**src/rtl/mem_access_stage_pkg.sv**
```systemverilog
// Shared encodings for the MEM stage: FSM states and control-bundle bit positions
// of the EX/MEM and MEM/WB control fields.
package mem_access_stage_pkg;

    localparam logic [1:0] ST_IDLE = 2'd0;
    localparam logic [1:0] ST_REQ  = 2'd1;
    localparam logic [1:0] ST_DONE = 2'd2;

    typedef enum logic [1:0] {
        IDLE = ST_IDLE,
        REQ  = ST_REQ,
        DONE = ST_DONE
    } state_t;

    // MEM control bundle {MemRead, MemWrite, MemtoReg}
    localparam int MEMREAD      = 2;
    localparam int MEMWRITE     = 1;
    localparam int MEM_MEMTOREG = 0;

    // WB control bundle {RegWrite, MemtoReg}
    localparam int REGWRITE     = 1;
    localparam int WB_MEMTOREG  = 0;

    function automatic logic is_mem_op(input logic [2:0] mem_ctl);
        return mem_ctl[MEMREAD] | mem_ctl[MEMWRITE];
    endfunction

endpackage

```
**src/rtl/mem_access_stage_mem_wb_reg.sv**
```systemverilog
// MEM/WB pipeline register: loads the retiring instruction when the stage is not
// stalled, and inserts a bubble (RegWrite/MemtoReg cleared) while it is.
module mem_wb_reg
    import mem_access_stage_pkg::*;
(
    input  logic        clk,
    input  logic        reset,
    input  logic        stall,
    input  logic        done,
    input  logic [1:0]  wb_mem,
    input  logic [4:0]  wn_mem,
    input  logic [31:0] alu_mem,
    input  logic [31:0] rdata,
    output logic [1:0]  wb_wb,
    output logic [4:0]  wn_wb,
    output logic [31:0] rd_wb,
    output logic [31:0] alu_wb
);

    always_ff @(posedge clk) begin
        if (reset) begin
            wb_wb  <= '0;
            wn_wb  <= '0;
            rd_wb  <= '0;
            alu_wb <= '0;
        end else if (stall) begin
            // Bubble: only the control bits are cleared so nothing is written back twice
            wb_wb <= '0;
        end else begin
            wb_wb  <= wb_mem;
            wn_wb  <= wn_mem;
            alu_wb <= alu_mem;
            rd_wb  <= done ? rdata : 32'd0;
        end
    end

endmodule

```
**src/rtl/mem_access_stage.sv**
```systemverilog
// MEM stage: runs one load/store per instruction on a single-outstanding req/ack bus,
// freezes upstream stages until it completes, and flags bus timeouts stickily.
module mem_access_stage
    import mem_access_stage_pkg::*;
#(
    parameter int TIMEOUT = 16
) (
    input  logic        clk,
    input  logic        reset,
    input  logic [1:0]  WB_MEM,
    input  logic [2:0]  MEM_MEM,
    input  logic [4:0]  WN_MEM,
    input  logic [31:0] RD2_WD_MEM,
    input  logic [31:0] ALUOut_MEM,
    input  logic        mem_ack,
    input  logic [31:0] mem_rdata,
    output logic        mem_req,
    output logic        mem_we,
    output logic [31:0] mem_addr,
    output logic [31:0] mem_wdata,
    output logic        stall,
    output logic        mem_err,
    output logic [1:0]  WB_WB,
    output logic [4:0]  WN_WB,
    output logic [31:0] RD_WB,
    output logic [31:0] ALUOut_WB
);

    localparam logic [7:0] CNT_LAST = 8'(TIMEOUT - 1);

    state_t      state_reg, state_next;
    logic [7:0]  cnt_reg, cnt_next;
    logic [31:0] rdata_reg, rdata_next;
    logic        req_next, we_next, err_next;
    logic [31:0] addr_next, wdata_next;
    logic        op;
    logic        unused_memtoreg;

    assign op              = is_mem_op(MEM_MEM);
    assign unused_memtoreg = MEM_MEM[MEM_MEMTOREG];

    always_ff @(posedge clk) begin
        if (reset) begin
            state_reg <= IDLE;
            cnt_reg   <= '0;
            rdata_reg <= '0;
            mem_req   <= 1'b0;
            mem_we    <= 1'b0;
            mem_addr  <= '0;
            mem_wdata <= '0;
            mem_err   <= 1'b0;
        end else begin
            state_reg <= state_next;
            cnt_reg   <= cnt_next;
            rdata_reg <= rdata_next;
            mem_req   <= req_next;
            mem_we    <= we_next;
            mem_addr  <= addr_next;
            mem_wdata <= wdata_next;
            mem_err   <= err_next;
        end
    end

    always_comb begin
        state_next = state_reg;
        cnt_next   = cnt_reg;
        rdata_next = rdata_reg;
        req_next   = mem_req;
        we_next    = mem_we;
        addr_next  = mem_addr;
        wdata_next = mem_wdata;
        err_next   = mem_err;
        stall      = 1'b0;

        case (state_reg)
            IDLE: begin
                if (op) begin
                    stall      = 1'b1;
                    req_next   = 1'b1;
                    // A read wins when both MemRead and MemWrite are set
                    we_next    = MEM_MEM[MEMWRITE] & ~MEM_MEM[MEMREAD];
                    addr_next  = ALUOut_MEM;
                    wdata_next = RD2_WD_MEM;
                    cnt_next   = '0;
                    state_next = REQ;
                end
            end
            REQ: begin
                stall = 1'b1;
                if (mem_ack) begin
                    rdata_next = mem_we ? 32'd0 : mem_rdata;
                    req_next   = 1'b0;
                    state_next = DONE;
                end else if (cnt_reg == CNT_LAST) begin
                    // Abort: the instruction still retires, with zero load data
                    rdata_next = '0;
                    req_next   = 1'b0;
                    err_next   = 1'b1;
                    state_next = DONE;
                end else begin
                    cnt_next = cnt_reg + 8'd1;
                end
            end
            DONE: begin
                state_next = IDLE;
            end
            default: begin
                state_next = IDLE;
            end
        endcase
    end

    mem_wb_reg u_mem_wb_reg (
        .clk     (clk),
        .reset   (reset),
        .stall   (stall),
        .done    (state_reg == DONE),
        .wb_mem  (WB_MEM),
        .wn_mem  (WN_MEM),
        .alu_mem (ALUOut_MEM),
        .rdata   (rdata_reg),
        .wb_wb   (WB_WB),
        .wn_wb   (WN_WB),
        .rd_wb   (RD_WB),
        .alu_wb  (ALUOut_WB)
    );

endmodule
```
**config.mk**
```make
export PLATFORM = sky130hd
export DESIGN_NAME = mem_access_stage
export DESIGN_NICKNAME = d
export VERILOG_FILES = /design/src/rtl/mem_access_stage_pkg.sv /design/src/rtl/mem_access_stage_mem_wb_reg.sv /design/src/rtl/mem_access_stage.sv
export SDC_FILE = /design/constraint.sdc
export NUM_CORES = 1
export LEC_CHECK = 0
export ABC_AREA = 1
export ABC_CLOCK_PERIOD_IN_PS = 2900
export CORE_MARGIN = 2
export CORE_UTILIZATION = 40
export CTS_CLUSTER_SIZE = 10
export DETAILED_ROUTE_END_ITERATION = 10
export PLACE_DENSITY = 0.77
export SLEW_MARGIN = 20
export SYNTH_ARGS = -nofsm -noshare
export SYNTH_HDL_FRONTEND = slang
export SYNTH_SLANG_ARGS = --single-unit
```
**constraint.sdc**
```tcl
create_clock -name clk -period 2.9 [get_ports clk]
set_input_delay 0.58 -clock clk [delete_from_list [all_inputs] [get_ports clk]]
set_output_delay 0.58 -clock clk [all_outputs]
set_load 0.1 [all_outputs]
```
==> qor.txt <==
Most frequent cells in the layout - 223 x nor2_1, 180 x dfxtp_1, 159 x nand2_1
Worst endpoint required time - 2320 ps
DP Cell Count - 1,258
Die area - 0.0175 sq mm
Die height - 132 um
P per Cell Area - 817 mW/mm^2
Vias in the first global route - 5,618
Final setup viols - 0
DR DRC count - 0
Fin. Hold Viols - 0
Max-cap viol count - 0
TritonCTS buffer count - 17
Status - finished clean
Initial Util - 0.412
Final Skew - 7.72 ps
TritonCTS clock tree - done
Hold_buf cts - 0
Final ANT Viol Nets - 0
Core Util, Final - 0.586
Cell variety after synth - 29
I/O Buffers - 246
Final Critical Period - 2200 ps
Avg WL per Cell - 14.0 um
Drt total wl - 18,000 um
Slowest stage delay, CP - 410 ps
Post-CTS Setup Inserts - 0
Worst-path cell chain - clkdlybuf4s50_1 > or2_1 > nand2_2 > nand2_4 > buf_12
Crit start category - primary input
RSZ-0062 raised after global routing - no
Worst slew margin - 0.471
Pleak - 0.00396 uW
Post_cts resized - 0
Worst slew pin tran - 792 ps
Peak VDD IR - 0.461 mV
Skew-Pair Late Insertion Delay - 420 ps
Worst min path class - reg2reg
Diode count - 0
Syn-to-layout area delta - 42.2%
Fin Setup TNS - 0 ps
Initial antenna violation count - 0
Synth area leader - dfxtp_1
Sequential share of the synthesized area - 0.547
Root Buffer - clkbuf_16
Commonest non-fill, non-tap cell in the layout - nor2_1
First-pass GRT wire length - 29,000 um
CP max FO - 7
Post-place instance area - 0.00878 sq mm
Syn_area_per_cell - 7.89 sq um
Post-synth top area share - 0.547
Grt total ovfl - 0
Die width - 132 um
Largest cells by area after synthesis - dfxtp_1 55%, nor2_1 13%, nand2_1 9.1%, o21ai_0 7.6%, a21oi_1 2.7%
GRT Overall Usage - 0.204
Critical path endpoint category - primary output
Yosys Warn Count - 0
Synth Register Bits - 180
Vias per cell - 4.77
CP top delay family - buffers and inverters
Tcrit/Tclk final - 0.758
CP bufs+invs - 2
Starting DRT DRC Count - 283
Reg clk slew, reported paths - 70 ps
Routed vias - 6,156
Largest net degree at the start of global routing - 55
Core box area - 0.0160 sq mm
Core Rows - 46
Slew Viols, Final - 0
Layout cells sized above 1 - 0.206
Syn Nets - 946
Design area - 0.00938 sq mm
Clk buf depth - 2
Post-synthesis cell count - 836
Crit path kind - in2out
DP Wirelength - 12,200 um
Initial DRT Pass Iterations - 5
Final RePlAce weighted congestion - 0.838
Clock sinks - 180
H-Tree Depth - 4
Nets - 1,171
Top-Level Pins - 248
Post-route insts no fill - 1,290
CP max stage cell - clkdlybuf4s50_1
Mapped Area - 0.00659 sq mm
WP data arrival - 1620 ps
Fmax - 455 MHz
==> metal layers <==
metal / GRT usage / wire length [um]
met1: 0.248 / 7700
met2: 0.334 / 8470
met3: 0.0757 / 1580
met4: 0.0627 / 265
met5: 0 / 0
==> area by class of cell <==
cell class              instances  area [sq um]
inverters                      15          56.3
multi-input cells             588          2620
fillers                      1460          6620
clock buffers                  19           443
flip-flops and latches        180          3600
repair buffers                259          2240
well taps                     216           270
clock inverters                13           149
==> final timing paths <==
| path | startpoint | end | slack [ps] | cells after the start |
|---|---|---|---|---|
| worst max register to register | cnt_reg[0] | rdata_reg[21] | 1080 | 8 |
| worst min register to register | rdata_reg[25] | rdata_reg[25] | 460 | 2 |
| worst min-delay path | rdata_reg[25] | rdata_reg[25] | 460 | 2 |
| worst max-delay path | MEM_MEM[2] | stall | 700 | 5 |
==> synthesized netlist by cell type (all sizes together) <==
cell,instances
a21oi,36
a31oi,1
buf,25
clkbuf,28
dfxtp,180
ha,1
inv,15
nand2,166
nand3,14
nand3b,1
nand4,1
nor2,228
nor3b,2
o21a,1
o21ai,134
o21bai,1
o22ai,1
or2,1
==> tightest hold or removal path, delay by kind of cell (launching register included) <==
family / cells / cell delay (ps)
simple gates: 1 / 60
compound gates: 1 / 50
flops: 1 / 310
==> logic make-up after synthesis <==
family | synth area share
flip-flops | 0.547
adder cells (fa/ha/maj) | 0.00190
buffers and inverters | 0.0571
AND/OR/NAND/NOR | 0.251
AO/OA/AOI/OAI | 0.143
==> power breakdown <==
part	switching, uW	internal (uW)	total (uW)
combinational	1970	567	2540
sequential	117	2690	2810
clock	1000	1310	2310
total	3090	4560	7660
==> metrics by stage <==
| step | worst slack, ps | power, uW | hold slack [ps] |
|---|---|---|---|
| detailed placement | 522 | 5410 | 444 |
| floorplan | 976 | 4800 | 429 |
| CTS | 688 | 7720 | 457 |
| global placement | 537 | 5390 | 438 |
| finish | 702 | 7660 | 455 |
| global route | 647 | 7960 | 472 |
Power figures use the tool's default switching activity.
